<file path="src/rtl/psr_cond_unit.sv">
// psr_cond_unit: processor status register (N/Z/F/L/C) with a one-deep shadow
// and a registered branch-condition resolver. Define PSR_BYPASS_EN to resolve on next-state flags.
module psr_cond_unit #(
  parameter int WIDTH     = 16,
  parameter int COND_BITS = 4
) (
  input  logic                 clk,
  input  logic                 reset_n,
  input  logic [WIDTH-1:0]     alu_flags,
  input  logic                 flag_we,
  input  logic [4:0]           flag_mask,
  input  logic                 spr_we,
  input  logic [WIDTH-1:0]     spr_data,
  input  logic                 psr_save,
  input  logic                 psr_restore,
  input  logic                 cond_valid,
  input  logic [COND_BITS-1:0] cond_code,
  output logic [WIDTH-1:0]     psr_out,
  output logic                 take_valid,
  output logic                 take
);

  localparam int NUM_FLAGS = 5;
  // Internal flag index matches the flag_mask bit order {N,Z,F,L,C}.
  localparam int IDX_C = 0;
  localparam int IDX_L = 1;
  localparam int IDX_F = 2;
  localparam int IDX_Z = 3;
  localparam int IDX_N = 4;

  localparam int POS_C = 0;
  localparam int POS_L = 2;
  localparam int POS_F = 5;
  localparam int POS_Z = 6;
  localparam int POS_N = 7;

  function automatic int flag_pos(input int idx);
    case (idx)
      IDX_C:   return POS_C;
      IDX_L:   return POS_L;
      IDX_F:   return POS_F;
      IDX_Z:   return POS_Z;
      default: return POS_N;
    endcase
  endfunction

  function automatic logic cond_eval(input logic [3:0] code,
                                     input logic [NUM_FLAGS-1:0] f);
    logic n, z, fl, l, c;
    n  = f[IDX_N];
    z  = f[IDX_Z];
    fl = f[IDX_F];
    l  = f[IDX_L];
    c  = f[IDX_C];
    case (code)
      4'h0:    return z;
      4'h1:    return !z;
      4'h2:    return c;
      4'h3:    return !c;
      4'h4:    return l;
      4'h5:    return !l;
      4'h6:    return n;
      4'h7:    return !n;
      4'h8:    return fl;
      4'h9:    return !fl;
      4'hA:    return !l && !z;
      4'hB:    return l || z;
      4'hC:    return !n && !z;
      4'hD:    return n || z;
      4'hE:    return 1'b1;
      default: return 1'b0;
    endcase
  endfunction

  logic [NUM_FLAGS-1:0] alu_vec;
  logic [NUM_FLAGS-1:0] spr_vec;
  logic [NUM_FLAGS-1:0] live_reg;
  logic [NUM_FLAGS-1:0] live_next;
  logic [NUM_FLAGS-1:0] shadow_reg;
  logic [NUM_FLAGS-1:0] shadow_next;
  logic [NUM_FLAGS-1:0] eval_flags;
  logic                 take_valid_reg;
  logic                 take_reg;
  logic                 unused_inputs;

  // Only the five architectural bit positions of the WIDTH-wide buses matter.
  assign unused_inputs = ^{alu_flags, spr_data};

  genvar gi;
  generate
    for (gi = 0; gi < NUM_FLAGS; gi++) begin : g_flag_in
      localparam int POS = flag_pos(gi);
      assign alu_vec[gi] = alu_flags[POS];
      assign spr_vec[gi] = spr_data[POS];
    end

    for (gi = 0; gi < WIDTH; gi++) begin : g_psr_out
      if (gi == POS_C) begin : g_c
        assign psr_out[gi] = live_reg[IDX_C];
      end else if (gi == POS_L) begin : g_l
        assign psr_out[gi] = live_reg[IDX_L];
      end else if (gi == POS_F) begin : g_f
        assign psr_out[gi] = live_reg[IDX_F];
      end else if (gi == POS_Z) begin : g_z
        assign psr_out[gi] = live_reg[IDX_Z];
      end else if (gi == POS_N) begin : g_n
        assign psr_out[gi] = live_reg[IDX_N];
      end else begin : g_zero
        assign psr_out[gi] = 1'b0;
      end
    end
  endgenerate

  // Restore beats LPR beats ALU commit; the losers are simply dropped.
  always_comb begin
    live_next = live_reg;
    if (psr_restore) begin
      live_next = shadow_reg;
    end else if (spr_we) begin
      live_next = spr_vec;
    end else if (flag_we) begin
      live_next = (live_reg & ~flag_mask) | (alu_vec & flag_mask);
    end
  end

  // Shadow always captures the pre-edge live value, which makes save+restore a swap.
  always_comb begin
    shadow_next = shadow_reg;
    if (psr_save) begin
      shadow_next = live_reg;
    end
  end

`ifdef PSR_BYPASS_EN
  assign eval_flags = live_next;
`else
  assign eval_flags = live_reg;
`endif

  always_ff @(posedge clk or negedge reset_n) begin
    if (!reset_n) begin
      live_reg       <= '0;
      shadow_reg     <= '0;
      take_valid_reg <= 1'b0;
      take_reg       <= 1'b0;
    end else begin
      live_reg       <= live_next;
      shadow_reg     <= shadow_next;
      take_valid_reg <= cond_valid;
      take_reg       <= cond_valid && cond_eval(4'(cond_code), eval_flags);
    end
  end

  assign take_valid = take_valid_reg;
  assign take       = take_reg;

endmodule
</file>
<file path="config.mk">
export PLATFORM = sky130hd
export DESIGN_NAME = psr_cond_unit
export DESIGN_NICKNAME = d
export VERILOG_FILES = /design/src/rtl/psr_cond_unit.sv
export SDC_FILE = /design/constraint.sdc
export NUM_CORES = 1
export LEC_CHECK = 0
export ABC_AREA = 1
export CAP_MARGIN = 10
export CORE_MARGIN = 10
export CORE_UTILIZATION = 33
export CTS_CLUSTER_SIZE = 12
export DETAILED_ROUTE_END_ITERATION = 8
export PLACE_DENSITY = 0.84
export SYNTH_ARGS = -nofsm -noshare
export SYNTH_HDL_FRONTEND = slang
export SYNTH_SLANG_ARGS = --single-unit
</file>
<file path="constraint.sdc">
create_clock -name clk -period 1.2 [get_ports clk]
set_clock_uncertainty 0.1 [all_clocks]
set_input_delay 0.12 -clock clk [delete_from_list [all_inputs] [get_ports clk]]
set_output_delay 0.12 -clock clk [all_outputs]
set_load 0.02 [all_outputs]
</file>
==> out/qor.txt <==
wire length on met2 - 1.04 mm
area of all placed cells without fillers - 1330 µm²
Critical Path Fanout Max - 4
first-pass GRT wire length - 3.88 mm
count of cells along the worst register-to-register path - 7
Avg Vias per Cell - 4.59
clock buffer count from CTS - 3
required time of the critical path - 0.98 ns
unrepaired setup endpoints after global routing - yes
share of cells above drive strength 1 - 21.4%
Synth Area per Inst - 6.70 µm²
highest clock rate - 860 MHz
largest net degree at the start of global routing - 13
number of top-level design ports - 66
fraction of synthesis flops using an asynchronous set or reset pin - 100%
initial antenna violation count - 0
gpl congestion - 0.877
effective utilization at floorplan - 34.6%
Slowest Stage Delay on Critical Path - 0.41 ns
type of the worst setup path - reg2out
leading cell type by number of instances after synthesis - sky130_fd_sc_hd__nand2_1
Slew Viols, Final - 0
capturing element type of the critical path - output port
area of combinational cells with multiple inputs - 499 µm²
total setup violations reported at the end of the flow - 0
first-pass iteration count of the detailed router - 4
result of the run - finished clean
top_reg_cell synth - sky130_fd_sc_hd__dfrtp_1
HP Class - in2async
arrival time at the worst endpoint - 0.94 ns
vias in the first global route - 894
CP delay by family, top - flip-flops
crit share post-route - 96.9%
total number of nets in the final design - 222
area growth from synthesis to layout - 54.0%
width of the die - 71.2 µm
instance count of the mapped netlist - 129
library cells used by synthesis - 19
worst-case clock buffer depth - 2
clock net sink count - 12
number of hold violations in the final report - 0
routed metal-1 wirelength - 977 µm
Worst-Skew Late Latency - 0.27 ns
Core ar. - 2500 µm²
post-synthesis cell type with the largest combined area - sky130_fd_sc_hd__dfrtp_1
total number of placement rows - 18
startpoint type of the worst setup path - flip-flop
sequential cell area fraction in the yosys report - 34.7%
quantity of I/O buffers inserted on ports - 32
Starting DRT DRC Count - 31
number of vias in the routed layout - 932
number of flops mapped to enable cells by yosys - 0
warnings from Yosys - 0
highest ir drop seen on vdd - 0.549 mV
CTS tree - done
FF+latch area - 300 µm²
H-tree levels - 1
share of the synthesized area in the top cell type - 34.7%
die area - 5070 µm²
Max Cap Viol - 0
P per Cell Area - 973 nW/µm²
time the final worst path needs with I/O delays and setup - 1.16 ns
worst-case setup slack after placement - -0.316 ns
Inserted Diodes - 0
root buffer cell - sky130_fd_sc_hd__clkbuf_4
largest cells by area after synthesis - sky130_fd_sc_hd__dfrtp_1 35%, sky130_fd_sc_hd__nand2_1 16%, sky130_fd_sc_hd__nand3_1 9.8%
half-perimeter wire length of the detailed placement result - 1.97 mm
average wire per standard cell - 11.5 µm
clock input transition at the sequential cells of the worst setup and hold paths - 0.07 ns
GR Util All Layers - 9.13%
top cells by count, synth - 36 x sky130_fd_sc_hd__nand2_1, 17 x sky130_fd_sc_hd__nand3_1, 15 x sky130_fd_sc_hd__nor2_1
final wirelength - 2.33 mm
filler instances - 255
Worst path depth - 1
min setup slack post-route - 0.0375 ns
FF-to-FF setup slack - 0.04 ns
static leakage power - 0.000670 µW
cell-by-cell trace of the critical path - clkdlybuf4s15_2
DRC violation count after routing - 0
Util after Layout - 53.3%
master of the slowest instance on the critical path - sky130_fd_sc_hd__dfrtp_1
number of buffers and inverters on the critical path - 1
total power - 1300 µW
area post-placement - 1240 µm²
uppermost metal layer occupied by signal nets - met4
met3 layer wire length in the routed design - 269 µm
FF+latch count, synth - 12
post-synthesis instance area - 865 µm²
residual antenna-violating net count after detailed routing - 0
die height - 71.2 µm
grt total ovfl - 0
[worst paths after layout]
kind,startpoint,to
setup / recovery,flip-flop,psr_out[5]
hold / removal,reset_n,take
setup reg to reg,flip-flop,take
hold reg to reg,shadow_reg[3],shadow_reg[3]
max in group asynchronous,reset_n,asynchronous set/reset pin
min in group clk,cond_valid,take_valid
[per-layer routing]
layer	global-route usage (%)	vias to the layer above
met2	13.6	39
met5	0	-
met4	5.16	0
met1	10.0	404
li1	-	485
met3	5.02	4
[per-stage QoR]
step,setup TNS (ns),cells,hold WS (ns)
after global placement,-0.933,198,0.333
after detailed placement,-1.08,198,0.337
final,0,203,0.0441
after CTS,0,202,0.0485
after global routing,-0.0541,203,0.0570
after floorplan,0,139,-0.276
[cell type report]
cell class                      count  area share, %
Multi-Input combinational cell    100           37.5
Timing Repair Buffer               42           30.1
Sequential cell                    12           22.6
Inverter                           15           4.32
Tap cell                           30           2.82
Clock buffer                        4           2.73
[cells by family after synthesis]
logic type / share of synthesized area, %
other: 0.434
flip-flops: 34.7
AO/OA/AOI/OAI: 11.6
buffers and inverters: 16.6
AND/OR/NAND/NOR: 36.6
[repair_timing]
| item | CTS | global route |
|---|---|---|
| hold buffers | 0 | 0 |
| gates resized for setup | 18 | 18 |
| setup buffers | 0 | 1 |
| pin swaps | 0 | 2 |
| hold endpoints to repair | 0 | 0 |
| setup endpoints to repair | 8 | 5 |
[placed cells by master (no fill, tap or decap)]
cell type,Yosys,layout
sky130_fd_sc_hd__nand2_1,36,33
sky130_fd_sc_hd__clkdlybuf4s50_1,0,21
sky130_fd_sc_hd__nand3_1,17,15
sky130_fd_sc_hd__nor2_1,15,13
sky130_fd_sc_hd__dfrtp_1,12,12
sky130_fd_sc_hd__conb_1,1,11
sky130_fd_sc_hd__inv_1,10,10
sky130_fd_sc_hd__buf_4,11,10
sky130_fd_sc_hd__a21oi_1,6,5
sky130_fd_sc_hd__inv_2,4,4
sky130_fd_sc_hd__nor2_4,1,4
sky130_fd_sc_hd__nand2_2,1,4
sky130_fd_sc_hd__nand3_2,1,3
sky130_fd_sc_hd__a32oi_1,3,3
sky130_fd_sc_hd__a31oi_1,3,3
sky130_fd_sc_hd__clkbuf_4,0,3
sky130_fd_sc_hd__dlymetal6s2s_1,0,3
sky130_fd_sc_hd__clkdlybuf4s15_2,0,3
sky130_fd_sc_hd__o211ai_1,2,2
sky130_fd_sc_hd__o21ai_1,2,2
sky130_fd_sc_hd__dlygate4sd2_1,0,2
sky130_fd_sc_hd__clkinv_2,1,1
sky130_fd_sc_hd__a21oi_2,0,1
sky130_fd_sc_hd__nor2_2,2,1
sky130_fd_sc_hd__clkbuf_8,0,1
sky130_fd_sc_hd__clkbuf_2,0,1
sky130_fd_sc_hd__buf_6,0,1
sky130_fd_sc_hd__clkdlybuf4s15_1,0,1
[power by group]
part | internal [µW] | total, µW | switching (µW)
combinational | 226 | 488 | 262
sequential | 459 | 494 | 35.0
clock | 184 | 314 | 130
total | 869 | 1300 | 427
[worst reg2reg max path, cell delays in order, from the launching register on]
cell                      delay (ns)
sky130_fd_sc_hd__dfrtp_1        0.40
sky130_fd_sc_hd__buf_4          0.15
sky130_fd_sc_hd__nand3_1        0.07
sky130_fd_sc_hd__nand3_1        0.09
sky130_fd_sc_hd__nand2_1        0.08
sky130_fd_sc_hd__nand3_2        0.07
sky130_fd_sc_hd__nor2_2         0.07
sky130_fd_sc_hd__nor2_1         0.04
Note: power is estimated with default switching activity, not from simulation.
